`src/rtl/accel_init_pkg.sv`:
```
// rtl/accel_init_pkg.sv - shared types and constants for the accelerator initiator
package accel_init_pkg;

    localparam int FLOAT_W = 32;
    localparam logic [FLOAT_W-1:0] QNAN_F32 = 32'h7FC0_0000;

    typedef enum logic [1:0] {
        ST_IDLE    = 2'd0,
        ST_ISSUE   = 2'd1,
        ST_WAIT    = 2'd2,
        ST_DELIVER = 2'd3
    } state_e;

endpackage

```
`src/rtl/accel_init_timer.sv`:
```
// rtl/accel_init_timer.sv - WAIT-state watchdog counter, built only with ACCEL_TIMEOUT_EN
`ifdef ACCEL_TIMEOUT_EN
module accel_init_timer #(
    parameter int TIMEOUT_CYC = 64
) (
    input  logic clk_i,
    input  logic rst_ni,
    input  logic clk_en_i,
    input  logic load_i,
    input  logic count_i,
    output logic expire_o
);

    localparam int CW = $clog2(TIMEOUT_CYC + 1);

    logic [CW-1:0] cnt_q;

    // Cleared while the start pulse is out, then counts WAIT edges; expire marks the last allowed edge
    always_ff @(posedge clk_i or negedge rst_ni) begin
        if (!rst_ni) begin
            cnt_q <= '0;
        end else if (clk_en_i) begin
            if (load_i) begin
                cnt_q <= '0;
            end else if (count_i && !expire_o) begin
                cnt_q <= cnt_q + 1'b1;
            end
        end
    end

    assign expire_o = (cnt_q == CW'(TIMEOUT_CYC - 1));

endmodule
`endif

```
`src/rtl/accel_initiator.sv`:
```
// rtl/accel_initiator.sv - operand/result handshake FSM driving a start/done accelerator; optional watchdog via ACCEL_TIMEOUT_EN
module accel_initiator
    import accel_init_pkg::*;
#(
    parameter int TIMEOUT_CYC = 64,
    parameter int CNT_W       = 16
) (
    input  logic               clk_i,
    input  logic               rst_ni,
    input  logic               clk_en_i,
    input  logic               in_valid_i,
    output logic               in_ready_o,
    input  logic [FLOAT_W-1:0] in_data_i,
    output logic               acc_start_o,
    output logic [FLOAT_W-1:0] acc_x_o,
    input  logic               acc_done_i,
    input  logic [FLOAT_W-1:0] acc_y_i,
    output logic               out_valid_o,
    input  logic               out_ready_i,
    output logic [FLOAT_W-1:0] out_data_o,
    output logic [CNT_W-1:0]   op_count_o,
    output logic               busy_o,
    output logic               timeout_err_o
);

    state_e             state_q;
    logic               in_ready_q;
    logic               acc_start_q;
    logic               out_valid_q;
    logic               busy_q;
    logic [FLOAT_W-1:0] acc_x_q;
    logic [FLOAT_W-1:0] out_data_q;
    logic [CNT_W-1:0]   op_count_q;
    logic [CNT_W-1:0]   op_count_d;

    // Counter simply rolls over; no overflow indication is wanted
    assign op_count_d = op_count_q + 1'b1;

`ifdef ACCEL_TIMEOUT_EN
    logic timeout_err_q;
    logic tmr_expire;

    accel_init_timer #(
        .TIMEOUT_CYC (TIMEOUT_CYC)
    ) u_timer (
        .clk_i    (clk_i),
        .rst_ni   (rst_ni),
        .clk_en_i (clk_en_i),
        .load_i   (state_q == ST_ISSUE),
        .count_i  (state_q == ST_WAIT),
        .expire_o (tmr_expire)
    );

    // Sticky abort flag; only a reset clears it
    always_ff @(posedge clk_i or negedge rst_ni) begin
        if (!rst_ni) begin
            timeout_err_q <= 1'b0;
        end else if (clk_en_i && state_q == ST_WAIT && !acc_done_i && tmr_expire) begin
            timeout_err_q <= 1'b1;
        end
    end

    assign timeout_err_o = timeout_err_q;
`else
    logic unused_timeout_cyc;
    assign unused_timeout_cyc = ^TIMEOUT_CYC;
    assign timeout_err_o      = 1'b0;
`endif

    // Main FSM; all handshake outputs are registered alongside the state so they change only on enabled edges
    always_ff @(posedge clk_i or negedge rst_ni) begin
        if (!rst_ni) begin
            state_q     <= ST_IDLE;
            in_ready_q  <= 1'b1;
            acc_start_q <= 1'b0;
            out_valid_q <= 1'b0;
            busy_q      <= 1'b0;
            acc_x_q     <= '0;
            out_data_q  <= '0;
            op_count_q  <= '0;
        end else if (clk_en_i) begin
            case (state_q)
                ST_IDLE: begin
                    if (in_valid_i) begin
                        acc_x_q     <= in_data_i;
                        in_ready_q  <= 1'b0;
                        acc_start_q <= 1'b1;
                        busy_q      <= 1'b1;
                        state_q     <= ST_ISSUE;
                    end
                end
                ST_ISSUE: begin
                    // A done seen while the start pulse is still out belongs to nothing we issued
                    acc_start_q <= 1'b0;
                    state_q     <= ST_WAIT;
                end
                ST_WAIT: begin
                    // A done on the same edge as the watchdog expiry wins
                    if (acc_done_i) begin
                        out_data_q  <= acc_y_i;
                        op_count_q  <= op_count_d;
                        out_valid_q <= 1'b1;
                        state_q     <= ST_DELIVER;
                    end
`ifdef ACCEL_TIMEOUT_EN
                    else if (tmr_expire) begin
                        out_data_q  <= QNAN_F32;
                        out_valid_q <= 1'b1;
                        state_q     <= ST_DELIVER;
                    end
`endif
                end
                ST_DELIVER: begin
                    if (out_ready_i) begin
                        out_valid_q <= 1'b0;
                        in_ready_q  <= 1'b1;
                        busy_q      <= 1'b0;
                        state_q     <= ST_IDLE;
                    end
                end
                default: begin
                    state_q <= ST_IDLE;
                end
            endcase
        end
    end

    assign in_ready_o  = in_ready_q;
    assign acc_start_o = acc_start_q;
    assign acc_x_o     = acc_x_q;
    assign out_valid_o = out_valid_q;
    assign out_data_o  = out_data_q;
    assign op_count_o  = op_count_q;
    assign busy_o      = busy_q;

endmodule

```
`config.mk`:
```
export PLATFORM = sky130hd
export DESIGN_NAME = accel_initiator
export DESIGN_NICKNAME = d
export VERILOG_FILES = /design/src/rtl/accel_init_pkg.sv /design/src/rtl/accel_init_timer.sv /design/src/rtl/accel_initiator.sv
export SDC_FILE = /design/constraint.sdc
export NUM_CORES = 1
export LEC_CHECK = 0
export CORE_MARGIN = 2
export CORE_UTILIZATION = 43
export CTS_BUF_LIST = sky130_fd_sc_hd__clkbuf_4 sky130_fd_sc_hd__clkbuf_8
export DETAILED_ROUTE_END_ITERATION = 8
export GPL_TIMING_DRIVEN = 0
export PLACE_DENSITY = 0.88
export SKIP_LAST_GASP = 1
export SYNTH_ARGS = -nofsm -noshare
export SYNTH_HDL_FRONTEND = slang
export SYNTH_HIERARCHICAL = 1
export SYNTH_SLANG_ARGS = --single-unit
```
`constraint.sdc`:
```
create_clock -name clk_i -period 2.1 [get_ports clk_i]
set_input_delay 0.42 -clock clk_i [delete_from_list [all_inputs] [get_ports clk_i]]
set_output_delay 0.42 -clock clk_i [all_outputs]
set_load 0.01 [all_outputs]
```
==> results of run 1 <==
## power groups by stage
| stage | sequential [mW] | clock [mW] | combinational [mW] |
|---|---|---|---|
| after floorplan | 3.10 | 0 | 0.880 |
| after global placement | 2.76 | 0 | 2.92 |
| after detailed placement | 2.80 | 0 | 3.00 |
| after CTS | 2.78 | 1.10 | 3.01 |
| after global routing | 2.87 | 1.17 | 3.24 |
| final | 2.77 | 1.05 | 2.97 |
## layer usage
metal  vias to the layer above  share of wire [%]
met5                         -                  0
met4                         0                1.6
met3                        14                8.5
met2                       108                 50
met1                      1269                 40
li1                       1297                  -
## sequential cells by signal, indices dropped and copies added (netlist names)
name	flops
acc_start_o	1
acc_x_o	32
busy_o	1
in_ready_o	1
op_count_o	16
out_data_o	32
out_valid_o	1
state_q	2
## stage by stage
| step | setup TNS, ns | area, sq um | hold slack [ns] | setup WS (ns) |
|---|---|---|---|---|
| 2_1_floorplan | 0 | 3450 | 0.124 | 0.540 |
| 3_3_place_gp | -202.23 | 5100 | 0.458 | -2.37 |
| 3_5_place_dp | 0 | 5120 | 0.450 | 0.134 |
| 4_1_cts | 0 | 5300 | 0.0652 | 0.224 |
| 5_1_grt | 0 | 5300 | 0.0749 | 0.124 |
| 6_report | 0 | 5300 | 0.0552 | 0.248 |
## cell type report
| type | instances | area [sq um] | area share (%) |
|---|---|---|---|
| Sequential cell | 86 | 2150 | 40.6 |
| Clock buffer | 13 | 160 | 3.02 |
| Tap cell | 102 | 128 | 2.41 |
| Multi-Input combinational cell | 195 | 1220 | 23.0 |
| Buffer | 12 | 60.1 | 1.13 |
| Inverter | 6 | 22.5 | 0.425 |
| Clock inverter | 3 | 20.0 | 0.378 |
| Timing Repair Buffer | 153 | 1540 | 29.0 |
## cell families (layout without fill, tap and decap cells)
group / count (synthesis) / in the layout
AO/OA/AOI/OAI: 11 / 11
XOR/XNOR: 15 / 15
adder cells (fa/ha/maj): 6 / 6
buffers and inverters: 18 / 187
flip-flops: 86 / 86
multiplexers: 33 / 33
other: 1 / 1
AND/OR/NAND/NOR: 129 / 129
## worst paths after layout
kind | endpoint | startpoint | slack, ns | cells after the start
hold reg to reg | out_data_o[29]$_DFFE_PN0P_ | out_data_o[29]$_DFFE_PN0P_ | 0.47 | 2
hold / removal | op_count_o[11]$_DFFE_PN0P_ | rst_ni | 0.06 | 1
max in group asynchronous | out_data_o[29]$_DFFE_PN0P_ | rst_ni | 1.41 | 2
min in group clk_i | out_valid_o$_DFFE_PN0P_ | clk_en_i | 0.46 | 4
setup / recovery | in_ready_o | in_ready_o$_DFFE_PN1P_ | 0.25 | 1
setup reg to reg | op_count_o[12]$_DFFE_PN0P_ | state_q[0]$_DFFE_PN0P_ | 0.33 | 6
## synth_stat cells, types with 2 or more instances
| cell | instances |
|---|---|
| o21ai_0 | 5 |
| xnor2_1 | 12 |
| and3_1 | 2 |
| nand4_1 | 4 |
| nand3_1 | 3 |
| buf_1 | 3 |
| mux2_2 | 33 |
| buf_2 | 6 |
| buf_4 | 2 |
| nand2_1 | 108 |
| xor2_1 | 3 |
| nor2_1 | 3 |
| inv_1 | 6 |
| and4_1 | 2 |
| ha_1 | 6 |
| dfrtp_1 | 85 |
==> results.cfg, run 1 <==
[setup_path]
required_ns = 1.68
end_kind = output port
worstPathMaxFanout = 3
crit_arrival_ns = 1.43
crit_buf_inv = 1
crit_slowest_cell = dfstp_2
crit_chain = clkdlybuf4s50_1
max_stage_delay_ns = 0.55
path_class = flop to output port
critPathLaunchType = flop
critPathTopFamily = flip-flops

[power_and_ir_drop]
switchingPower_mw = 2.15
power_frac_comb_pct = 43.7
sw_frac_of_total_pct = 31.6
power.total_mw = 6.80
clkPwrFrac_pct = 15.5
power_leakage_nw = 2.43
p_per_area_nw_per_um2 = 1280
irDropWorstVdd_mv = 0.600
pwr-share-seq_pct = 40.8
internal_power_mw = 4.65

[run_status]
status = finished, final reports clean

[detailed_routing]
antenna_left = 0
dr.pass1.iters = 6
avgViaCountPerCell = 4.72
first_iter_violations = 62
routedWlPerCell_um = 14.3
wirelength_um = 8170
vias = 2688
drc = 0

[logic_synthesis]
synth_xor_area_share_pct = 3.80
synth-simple-area-share_pct = 16.4
synth_fp_nets = 375
synth_area_sq_um = 3450
synthArstFlopShare_pct = 100
synth_cell_type_count = 32
yosysTopAreaCell = dfrtp_1
synthMuxAreaShare_pct = 10.8
synth_fa_ha_area_share_pct = 2.17
synth_edf_count = 0
yosysSeqAreaShare_pct = 62.4
ys_warn_count = 6
ys_ff_latch = 86
synth_compound_area_share_pct = 2.03
synth_top_area_share_pct = 61.6
synthCells = 299
synth.avg_cell_area_sq_um = 11.5
synth_area_leaders = dfrtp_1 62%, nand2_1 12%, mux2_2 11%
ys.flop_type = dfrtp_1
synth_top_family_by_area = simple AND/OR/NAND/NOR gates

[cts]
post_cts_resized = 0
tritoncts = done
clk_path_buf_depth = 2
cts_hold_buf = 0
numCtsBuffers = 9
cts-root-buf = clkbuf_8
htreeDepth = 3
post_cts_buffers = 0
clk_latency_ns = 0.34
clk_pin_slew_worst_paths_ns = 0.08
clock-sinks = 86

[timing]
clock_skew_ns = 0.0113
fmax_mhz = 540
finalHoldViolCount = 0
tightestPinTransition_ns = 0.548
final.period_utilization_pct = 88.2
slew_viol_final = 0
rsz0062_at_grt = no
setup_viol = 0
min_period_ns = 1.85
slew_headroom_pct = 63.5

[grt]
met1_usage_pct = 23.4
grt_overflow_total = 0
grt_pass1_vias = 2861
met2_usage_pct = 33.2
use_met3_pct = 6.12
grt_pass1_wl_um = 13500
grt_max_degree = 46
antenna_found_initial = 0
grt-busiest-layer = met2
track_usage_pct = 19.7

[die]
initial_core_util_pct = 44.5
num_rows = 32
die_area_sq_um = 8760
num_io_pins = 155
die_width_um = 93.6
coreArea_sq_um = 7770
die_y_um = 93.6

[placed_design]
place_inst = 554
place.gp.congestion = 0.760
port_buffers = 152
dp_hpwl_um = 6220

[layout]
drive_gt1_share_pct = 14.1
area_growth_pct = 53.5
diodes = 0
nFillCells = 606
final_util_pct = 68.2
final_common_cell = clkdlybuf4s50_1
stdcell_count = 570
final_net_count = 539
final_cell_mix = 151 x clkdlybuf4s50_1, 108 x nand2_1, 85 x dfrtp_1

[job]
cap_violations = 0

[hold_path]
hp-class = primary input to async pin
(Power assumes the default switching activity.)
==> run 2, diff against run 1 <==
--- a/config.mk
+++ b/config.mk
@@ -11,7 +11,9 @@
 export DETAILED_ROUTE_END_ITERATION = 8
 export GPL_TIMING_DRIVEN = 0
 export PLACE_DENSITY = 0.88
+export RECOVER_POWER = 100
 export SKIP_LAST_GASP = 1
+export SLEW_MARGIN = 20
 export SYNTH_ARGS = -nofsm -noshare
 export SYNTH_HDL_FRONTEND = slang
 export SYNTH_HIERARCHICAL = 1
==> run 2 against run 1 <==
  * Sequential power barely moved
  * Critical endpoint unchanged
  * Count of clock-buffer cells in the layout stayed put
  * Highest routed layer unchanged
  * Global-route usage did not move
  * Hold slack gained 0.20 ns
  * Setup slack got worse by 0.066 ns
==> results.cfg, run 2 (same netlist as run 1, synthesis figures left out) <==
[setup_path]
r2r-end = acc_x_o[10]$_DFFE_PN0P_
worst-path-stages = 1
critPathTopFamily = buffers and inverters
path_class = flop to output port
max_stage_delay_ns = 0.62
critPathLaunchType = flop
crit_slowest_cell = dlygate4sd3_1
regToRegSetupSlack_ns = 0.25
worstPathMaxFanout = 3
crit_arrival_ns = 1.50
setup.worst_path.start = in_ready_o$_DFFE_PN1P_
worst_r2r_startpoint = state_q[0]$_DFFE_PN0P_
rr_worst_depth = 5
worstSetupEndpoint = in_ready_o
end_kind = output port
required_ns = 1.68
crit_buf_inv = 1
crit_chain = dlygate4sd3_1

[grt]
met1_usage_pct = 23.4
met2_usage_pct = 33.2
grt-busiest-layer = met2
grt_overflow_total = 0
track_usage_pct = 19.7
use_met3_pct = 6.12
grt_pass1_vias = 2861
grt_max_degree = 46
grt_pass1_wl_um = 13500
antenna_found_initial = 0

[timing]
fmax_mhz = 521
setup_viol = 0
timing.final.ws_setup_ns = 0.181
clock_skew_ns = 0.0106
slew_viol_final = 0
finalHoldViolCount = 0
fin_hold_ws_ns = 0.256
slew_headroom_pct = 29.1
min_period_ns = 1.92
final.period_utilization_pct = 91.4
tightestPinTransition_ns = 1.06
rsz0062_at_grt = no

[job]
cap_violations = 0

[die]
coreArea_sq_um = 7770
num_io_pins = 155
die_width_um = 93.6
num_rows = 32
die_area_sq_um = 8760
initial_core_util_pct = 44.5
die_y_um = 93.6

[hold_path]
hp-class = primary input to async pin

[cts]
numCtsBuffers = 9
clock-sinks = 86
cts-root-buf = clkbuf_8
tritoncts = done
post_cts_resized = 0
cts_hold_buf = 0
clk_latency_ns = 0.34
htreeDepth = 3
clk_path_buf_depth = 2
clk_pin_slew_worst_paths_ns = 0.08
post_cts_buffers = 0

[layout]
drive_gt1_share_pct = 13.9
final_net_count = 539
nFillCells = 607
stdcell_count = 570
diodes = 0
area_growth_pct = 53.3
final_common_cell = nand2_1
final_util_pct = 68.1
final_cell_mix = 108 x nand2_1, 85 x dfrtp_1, 84 x dlygate4sd3_1

[detailed_routing]
antenna_left = 0
routedWlPerCell_um = 14.3
dr.pass1.iters = 4
wirelength_um = 8160
avgViaCountPerCell = 4.74
first_iter_violations = 59
vias = 2699
drc = 0

[run_status]
status = finished, final reports clean

[placed_design]
port_buffers = 152
place_inst = 554
place.gp.congestion = 0.760
dpl_worst_slack_ns = 0.134
dp_hpwl_um = 6220

[power_and_ir_drop]
irDropWorstVdd_mv = 0.568
power_leakage_nw = 2.55
p_per_area_nw_per_um2 = 1230
run 2: changes by cell type in the layout (fill, tap and decap cells not counted), sizes merged:
cell | before | now
clkbuf | 14 | 21
dlygate4sd3 | 0 | 84
clkdlybuf4s50 | 151 | 67
buf | 13 | 6
run 2: area by class of cell:
type | instances | area (sq um) | area share, %
Tap cell | 102 | 128 | 2.41
Sequential cell | 86 | 2150 | 40.7
Inverter | 6 | 22.5 | 0.426
Clock inverter | 3 | 20.0 | 0.378
Buffer | 12 | 60.1 | 1.13
Timing Repair Buffer | 153 | 1540 | 29.0
Clock buffer | 13 | 160 | 3.03
Multi-Input combinational cell | 195 | 1210 | 22.9
run 2: worst min path at each step:
stage                                from                    endpoint  slack, ns
6_report                           rst_ni  op_count_o[11]$_DFFE_PN0P_       0.26
5_1_grt                            rst_ni  op_count_o[10]$_DFFE_PN0P_       0.32
4_1_cts                            rst_ni  op_count_o[11]$_DFFE_PN0P_       0.07
3_5_place_dp                       rst_ni  op_count_o[11]$_DFFE_PN0P_       0.45
3_3_place_gp   out_data_o[31]$_DFFE_PN0P_  out_data_o[31]$_DFFE_PN0P_       0.46
2_1_floorplan                      rst_ni     acc_start_o$_DFFE_PN0P_       0.12
run 2: per-layer routing:
metal	vias up	part of all wire (%)	wire [um]
li1	1298	-	-
met1	1274	40	3300
met2	111	49	4020
met3	16	8.6	700
met4	0	1.7	141
met5	-	0	0
run 2: through the flow:
stage          setup TNS (ns)  power [mW]  instance area (sq um)
3_3_place_gp          -202.23        5.68                   5100
4_1_cts                     0        6.89                   5300
2_1_floorplan               0        3.98                   3450
6_report                    0        6.51                   5290
5_1_grt                     0        6.98                   5290
3_5_place_dp                0        5.80                   5120
run 2: power by group:
part	internal, mW	switching (mW)	leakage [nW]
clock	0.501	0.556	0.0899
combinational	1.52	1.19	1.39
sequential	2.37	0.370	1.07
==> run 3, diff against run 2 <==
--- a/config.mk
+++ b/config.mk
@@ -5,12 +5,11 @@
 export SDC_FILE = /design/constraint.sdc
 export NUM_CORES = 1
 export LEC_CHECK = 0
-export CORE_MARGIN = 2
-export CORE_UTILIZATION = 43
+export CORE_UTILIZATION = 35
 export CTS_BUF_LIST = sky130_fd_sc_hd__clkbuf_4 sky130_fd_sc_hd__clkbuf_8
 export DETAILED_ROUTE_END_ITERATION = 8
 export GPL_TIMING_DRIVEN = 0
-export PLACE_DENSITY = 0.88
+export PLACE_DENSITY = 0.75
 export RECOVER_POWER = 100
 export SKIP_LAST_GASP = 1
 export SLEW_MARGIN = 20
==> constraint.sdc (replaced) <==
create_clock -name clk_i -period 2.3 [get_ports clk_i]
set_input_delay 0.46 -clock clk_i [delete_from_list [all_inputs] [get_ports clk_i]]
set_output_delay 0.46 -clock clk_i [all_outputs]
set_load 0.01 [all_outputs]
==> run 3 against run 2 <==
  * Clock skew decreased by 0.00051 ns
  * Via count is 0.89% lower
  * Wire length is 2.5% lower
  * Combinational power decreased by 9.2%
  * Non-clock buffer count unchanged
  * Critical path type unchanged
  * Largest cell class unchanged
  * Largest power group unchanged
  * Highest routed layer unchanged
==> results.cfg, run 3 (same netlist as run 1, synthesis figures left out) <==
[run_status]
status = finished, final reports clean

[timing]
clock_skew_ns = 0.0101
fmax_mhz = 513
final.period_utilization_pct = 84.8
slew_viol_final = 0
slew_headroom_pct = 28.2
tightestPinTransition_ns = 1.08
setup_viol = 0
min_period_ns = 1.95
rsz0062_at_grt = no
finalHoldViolCount = 0

[placed_design]
port_buffers = 152
place.gp.congestion = 0.746
dp_hpwl_um = 5960
dpl_cell_area_sq_um = 5150
place_inst = 581

[detailed_routing]
dr.pass1.iters = 4
first_iter_violations = 45
vias = 2675
wirelength_um = 7960
routedWlPerCell_um = 13.3
antenna_left = 0
avgViaCountPerCell = 4.48
drc = 0

[grt]
met2_usage_pct = 25.5
grt_max_degree = 45
grt_overflow_total = 0
grt_pass1_wl_um = 12700
antenna_found_initial = 0
grt_pass1_vias = 2632
use_met3_pct = 5.80
track_usage_pct = 16.1
met1_usage_pct = 20.3
grt-busiest-layer = met2

[layout]
final_cell_mix = 108 x nand2_1, 85 x dfrtp_1, 84 x dlygate4sd3_1
final_util_pct = 56.9
drive_gt1_share_pct = 13.9
diodes = 0
area_growth_pct = 55.2
stdcell_count = 597
final_net_count = 539
final_common_cell = nand2_1
post-route-cell-area_sq_um = 5360

[power_and_ir_drop]
power.total_mw = 6.06
irDropWorstVdd_mv = 0.539
power_leakage_nw = 2.56
p_per_area_nw_per_um2 = 1130

[cts]
clk_path_buf_depth = 2
cts_hold_buf = 0
cts-root-buf = clkbuf_8
clk_pin_slew_worst_paths_ns = 0.09
numCtsBuffers = 9
post_cts_resized = 0
htreeDepth = 3
post_cts_buffers = 0
clock-sinks = 86
tritoncts = done
clk_latency_ns = 0.34

[hold_path]
hp-class = primary input to async pin

[setup_path]
rr_worst_depth = 5
required_ns = 1.84
critPathTopFamily = buffers and inverters
crit_buf_inv = 1
crit_arrival_ns = 1.49
critPathLaunchType = flop
crit_slowest_cell = dlygate4sd3_1
worst-path-stages = 1
path_class = flop to output port
worstPathMaxFanout = 3
crit_chain = dlygate4sd3_1
max_stage_delay_ns = 0.60
end_kind = output port

[job]
cap_violations = 0

[die]
num_rows = 35
num_io_pins = 155
coreArea_sq_um = 9420
initial_core_util_pct = 36.7
die_width_um = 101
die_y_um = 101
die_area_sq_um = 10300
[run 3: cell types whose count changed in the layout (fill, tap and decap cells not counted), sizes merged]
cell	previous run	this run
buf	6	12
bufinv	0	1
clkbuf	21	14
clkinv	1	2
clkinvlp	2	1
[run 3: power by group]
part | total (mW) | leakage, nW | internal, mW | switching, mW
clock network | 1.11 | 0.106 | 0.578 | 0.527
registers | 2.49 | 1.07 | 2.16 | 0.330
logic | 2.46 | 1.39 | 1.39 | 1.07
total | 6.06 | 2.56 | 4.13 | 1.93
[run 3: metrics by stage]
step / setup TNS, ns / worst slack (ns) / hold WS [ns]
after floorplan: 0 / 0.740 / 0.164
final: 0 / 0.351 / 0.300
after detailed placement: 0 / 0.273 / 0.463
after CTS: 0 / 0.390 / 0.101
after global routing: 0 / 0.291 / 0.378
after global placement: -194.88 / -2.28 / 0.459
[run 3: layout make-up]
cell class / count / area [sq um]
well taps: 129 / 161
clock buffers: 12 / 159
fillers: 810 / 4060
inverters: 6 / 22.5
multi-input cells: 195 / 1210
repair buffers: 153 / 1540
flip-flops and latches: 86 / 2150
clock inverters: 4 / 55.1
plain buffers: 12 / 60.1
[run 3: final timing paths]
path,from,end,slack (ns)
max,in_ready_o$_DFFE_PN1P_,in_ready_o,0.35
min,rst_ni,acc_x_o[18]$_DFFE_PN0P_,0.30
max reg2reg,state_q[0]$_DFFE_PN0P_,acc_x_o[1]$_DFFE_PN0P_,0.45
min reg2reg,out_data_o[7]$_DFFE_PN0P_,out_data_o[7]$_DFFE_PN0P_,0.47
max in group asynchronous,rst_ni,in_ready_o$_DFFE_PN1P_,1.15
min in group clk_i,out_data_o[7]$_DFFE_PN0P_,out_data_o[7]$_DFFE_PN0P_,0.47
[run 3: metal layers]
| metal | wire length [um] | vias up |
|---|---|---|
| li1 | - | 1302 |
| met1 | 3430 | 1262 |
| met2 | 3790 | 102 |
| met3 | 651 | 9 |
| met4 | 89 | 0 |
| met5 | 0 | - |
==> patch 1, RTL diff (settings of run 1) <==
Re-encode `state_e` (4 states) as one-hot, 4 bits wide.
--- a/src/rtl/accel_init_pkg.sv
+++ b/src/rtl/accel_init_pkg.sv
@@ -5,9 +5,9 @@
     localparam logic [FLOAT_W-1:0] QNAN_F32 = 32'h7FC0_0000;
 
-    typedef enum logic [1:0] {
-        ST_IDLE    = 2'd0,
-        ST_ISSUE   = 2'd1,
-        ST_WAIT    = 2'd2,
-        ST_DELIVER = 2'd3
+    typedef enum logic [3:0] {
+        ST_IDLE    = 4'b0001,
+        ST_ISSUE   = 4'b0010,
+        ST_WAIT    = 4'b0100,
+        ST_DELIVER = 4'b1000
     } state_e;
 
Behaviour: same outputs for any inputs over 10 cycles, from zero or initial values and one cycle with rst_ni low; not proved beyond that.
==> patch 1 against run 1 <==
  * Non-clock buffer count up 2
  * Sequential cell count up 2
  * Design area up 5.0%
  * Total power down 12%
  * Count of clock-buffer cells in the layout down 3
  * Setup slack worse by 0.018 ns
  * Routed wire length up 10%
  * Area after synthesis up 5.4%
  * Critical path type unchanged
  * Critical endpoint unchanged
  * Largest cell class unchanged
  * Largest power group is now sequential cells
  * Highest routed layer unchanged
==> patch 1: results (changes against run 1) <==
The number of standard cells after synthesis was 311 (+4.0%). The tools report the critical path arrival as 1.45 ns (+0.02 ns). The highest fanout seen on the critical path was 2 (-1); the number of nets in the layout was 548 (+1.7%).

The logs give 0.44 ns (+0.11 ns) for the register-to-register setup slack and 0.00826 ns (-0.00307 ns) for the worst setup skew after layout. The amount of wire on met2 after detailed routing was 4700 um (+16%). The met3 track demand over resource came out at 4.78% (-1.3 points).

The startpoint identified for the worst register-to-register timing path is state_q[3]. The run gives 3690 um (+12%) as the length of routed wiring on met1. The delay of the slowest cell on the worst path came out at 0.57 ns (+0.02 ns).

For the violation count after the first detailed-route iteration, the log shows 78 (+26%). The run gives 587 (+3.0%) as the count of non-filler cells in the finished layout. The setup slack at placement was -0.123 ns (-0.257 ns). The run gives 382 (+1.9%) as the number of nets produced by synthesis. The final-layout worst hold slack is 0.472 ns (+0.417 ns), and the number of placed cells counting well taps is 570 (+2.9%). Largest net degree at the start of global routing: 73 (+59%). On the critical path, the stage with the largest delay is an instance of clkdlybuf4s50_1. All-layer global routing usage: 19.8% (+0.14 points). The tools report the placed standard-cell area as 0.00533 sq mm (+4.0%). The total number of vias was 2,839 (+5.6%). Count of hold-fix buffers inserted at cts: 1 (+1).

By area the synthesized netlist is led by dfrtp_1 (59%), mux2_4 (12%), nand2_1 (11%). The run gives 0 (unchanged) as the number of gates given a new drive strength after cts. Ranked by instance count, the synthesized netlist is headed by nand2_1 (109), dfrtp_1 (86), mux2_4 (29). Number of buffers added on ports: 153 (+0.66%). The fraction of final layout cells sized beyond drive strength 1 works out to 14.1% (about the same).

On the critical path the largest part of the delay comes from buffers and inverters. The static leakage power is 2.67 nW (+9.9%), and the first-pass GRT wire length is 13,900 um (+3.6%). For the number of distinct library cells after synthesis, the log shows 34 (+6.3%).

The global placer's final weighted congestion was 0.738 (-3.0%); the portion of the post-synthesis area used by sequential elements was 60.6% (-1.8 points). Reg-to-reg endpoint: op_count_o[9]. The power spent charging and discharging nets is 0.00169 W (-21%). The run finished with clean final reports. The tools report the routing usage on met2 as 34.7% (+1.6 points).
patch 1: cell count changes after synthesis, sizes merged, moves of 2 or more:
| cell | run 1 | this run |
|---|---|---|
| xor2 | 3 | 7 |
| xnor2 | 12 | 8 |
| and4 | 2 | 4 |
| nand2 | 108 | 110 |
| nor3b | 0 | 2 |
| o21ai | 5 | 8 |
| nor2 | 3 | 7 |
| ha | 6 | 1 |
patch 1: layout make-up:
cell class / count / area, sq um
flip-flops and latches: 88 / 2200
multi-input cells: 206 / 1330
clock buffers: 10 / 138
fillers: 598 / 2650
clock inverters: 6 / 90.1
inverters: 5 / 18.8
well taps: 105 / 131
repair buffers: 155 / 1570
plain buffers: 12 / 83.8
patch 1: power groups by stage:
stage | logic [W] | registers, W | clock network, W
2_1_floorplan | 0.000779 | 0.00268 | 0
3_3_place_gp | 0.00218 | 0.00246 | 0
3_5_place_dp | 0.00223 | 0.00249 | 0
4_1_cts | 0.00225 | 0.00246 | 0.00135
5_1_grt | 0.00238 | 0.00252 | 0.00144
6_report | 0.00222 | 0.00247 | 0.00132
patch 1: worst max-delay path by stage:
stage,startpoint,to,slack (ns),cells after the start
6_report,in_ready_o,in_ready_o,0.23,1
2_1_floorplan,state_q[2],acc_x_o[10],0.63,5
3_3_place_gp,rst_ni,acc_x_o[1],-2.45,1
3_5_place_dp,clk_en_i,acc_x_o[27],-0.12,6
4_1_cts,in_ready_o,in_ready_o,0.21,1
5_1_grt,clk_en_i,op_count_o[9],0.17,7
patch 1: cells by family (layout without fill, tap and decap cells):
family	Yosys count	count (layout)	share of synthesized area, %
buffers and inverters	17	188	2.82
other	1	1	0.103
DFF	88	88	60.6
AOI/OAI and AO/OA	15	15	2.65
xor gates and xnor gates	15	15	3.61
adders and majority gates	1	1	0.344
and+or+nand+nor	142	142	17.0
muxes	32	32	12.9
==> patch 2, RTL diff (config.mk and constraints of run 1) <==
Made on the original files. Build with the macro `ACCEL_TIMEOUT_EN` defined.
--- a/src/rtl/accel_init_timer.sv
+++ b/src/rtl/accel_init_timer.sv
@@ -1,3 +1,5 @@
 // rtl/accel_init_timer.sv - WAIT-state watchdog counter, built only with ACCEL_TIMEOUT_EN
+`define ACCEL_TIMEOUT_EN
+
 `ifdef ACCEL_TIMEOUT_EN
 module accel_init_timer #(
Function: no difference found for any inputs over 10 cycles, from zero or initial values and one cycle with rst_ni low; that may be too few to reach the edited logic, so the function may still have changed.
==> patch 2 against run 1 <==
  * Routed wire length up 20%
  * Synthesized cell count down 3.0%
  * Setup slack worse by 0.086 ns
  * Area after synthesis up 11%
  * Count of clock-buffer cells in the layout down 3
  * Register-to-register slack worse by 0.17 ns
  * Fmax down 4.5%
  * Core utilization down 1.5 points
  * Clock skew down 0.0045 ns
  * Design area up 9.3%
  * Total power up 14%
  * Global-route usage up 0.96 points
  * Sequential power up 12%
  * Sequential cell count up 8
  * Critical endpoint is now op_count_o[14]
==> patch 2: results (changes against run 1) <==
All-layer global routing usage: 20.6% (+0.96 points). The tools report the portion of the post-synthesis area used by sequential elements as 61.4% (-1.0 points). The max-slew headroom at the worst pin was 60.3% (-3.2 points); the worst vdd rail ir drop was 0.712 mV (+19%). The mean routed wirelength per cell works out to 17.2 um (+20%). The tools report the clock insertion delay at the later pin of the skew report as 0.36 ns (+0.02 ns). The number of nets produced by synthesis is 366 (-2.4%).

Yosys attributes the largest share of cell area to dfrtp_1 (61%), mux2_2 (8.8%), a22o_1 (5.7%). The number of nets in the layout is 532 (-1.3%), and the number of distinct library cells after synthesis is 43 (+34%). For the placed wire-length estimate, the log shows 7310 um (+17%). The parity-gate share of the synthesized area counting xor and xnor cells is 3.42% (-0.38 points), and the number of antenna cells inserted is 0 (unchanged).

The share of flip-flops with an asynchronous set or reset works out to 100% (unchanged). The fraction of final layout cells sized beyond drive strength 1 was 14.5% (+0.43 points); the first-pass GRT wire length was 15,900 um (+18%). The compound-cell area share of the yosys netlist was 12.6% (+11 points); the number of buffers added on ports was 154 (+1.3%).

The run gives 3,232 (+13%) as the via count of the first global-routing pass. The total number of vias was 3,006 (+12%); the clock input transition at the sequential cells of the worst setup and hold paths was 0.09 ns. The number of cells on the worst reg-to-reg path came out at 7 (+1). The run gives 52 (+13%) as the largest net degree at the start of global routing. Total of endpoints with negative setup slack in the final report: 0 (unchanged).

For the worst setup skew after layout, the log shows 0.00683 ns (-0.00450 ns). Global placer's final weighted congestion: 0.798 (+4.9%). The highest fanout seen on the critical path was 12 (+9). The critical path arrival was 2.18 ns (+0.75 ns); the post-synthesis mux area share was 9.69% (-1.1 points). The placed standard-cell area is 0.00554 sq mm (+8.2%). By count the netlist is led by dfrtp_1 (93), mux2_2 (30), a22o_1 (25). The adder and majority gate portion of the synthesized area was 1.96% (-0.22 points); the number of antenna violations at the first check in global routing was 0 (unchanged).

The static leakage power was 2.53 nW (+4.0%). For the number of warnings issued by yosys, the log shows 6 (unchanged). The worst hold path belongs to the class in2async.

For the number of iterations in the first detailed-routing pass, the log shows 4 (-2). Violation count after the first detailed-route iteration: 91 (+47%). The flow ran to the end, and the final reports show no timing, DRC or antenna violations.
## patch 2: cell count changes after synthesis, sizes merged, moves of 6 or more
cell,change
nand2b,+6
a22o,+25
buf,-6
nand2,-91
clkbuf,+7
o22a,+9
dfrtp,+8
## patch 2: power breakdown
group | total, W | internal (W) | leakage (nW) | switching [W]
combinational | 0.00330 | 0.00202 | 1.27 | 0.00128
sequential | 0.00309 | 0.00258 | 1.15 | 0.000517
clock | 0.00134 | 0.000695 | 0.111 | 0.000646
## patch 2: final cells by class
| class | count | area (sq um) |
|---|---|---|
| buffer | 12 | 56.3 |
| inverter | 9 | 33.8 |
| clock inverter | 6 | 93.8 |
| fill | 673 | 2890 |
| multi-input combinational | 174 | 1410 |
| clock buffer | 10 | 131 |
| tap | 108 | 135 |
| sequential | 94 | 2350 |
| timing repair buffer | 156 | 1570 |
## patch 2: path summary, 6_finish.rpt
path,end,slack [ns],startpoint
min in group clk_i,op_count_o[15],0.49,op_count_o[15]
max reg2reg,op_count_o[14],0.16,state_q[0]
max in group asynchronous,acc_x_o[1],1.39,rst_ni
min reg2reg,op_count_o[15],0.49,op_count_o[15]
min,out_data_o[7],0.06,rst_ni
max,op_count_o[14],0.16,state_q[0]
## patch 2: logic make-up (layout without fill, tap and decap cells)
family / after synthesis / in the layout
simple gates: 60 / 60
compound gates: 60 / 60
xor+xnor: 15 / 15
buf+inv: 22 / 193
flops: 94 / 94
mux: 33 / 33
fa+ha+maj: 6 / 6
## patch 2: worst max-delay path: stages, from the launching register on
cell and delay, ns:
dfrtp_1 0.43, inv_1 0.14, ha_4 0.23, nand3_4 0.13, or3_1 0.39, buf_2 0.18, nand2b_1 0.17, xnor2_1 0.15
## patch 2: what timing repair did
item / CTS / global route
buffers inserted: 0 / 1
pin swaps: 0 / 1
endpoints found under the hold margin: 0 / 0
resized for setup: 3 / 6
endpoints found under the setup margin: 24 / 26
## patch 2: per-layer routing
metal / vias up / track usage (%) / wire (um)
met5: - / 0 / 0
met4: 0 / 8.11 / 243
met3: 22 / 5.39 / 594
met2: 96 / 35.9 / 5160
met1: 1496 / 24.5 / 3770
li1: 1392 / - / -
## patch 2: stage by stage
step / instances / hold WS (ns) / setup WS [ns] / TNS [ns]
floorplan: 290 / 0.124 / 0.211 / 0
global placement: 552 / 0.469 / -2.73 / -261.93
detailed placement: 553 / 0.467 / -0.199 / -9.01
CTS: 569 / 0.0649 / 0.0293 / 0
global route: 569 / 0.0972 / 0.0277 / 0
finish: 569 / 0.0605 / 0.161 / 0
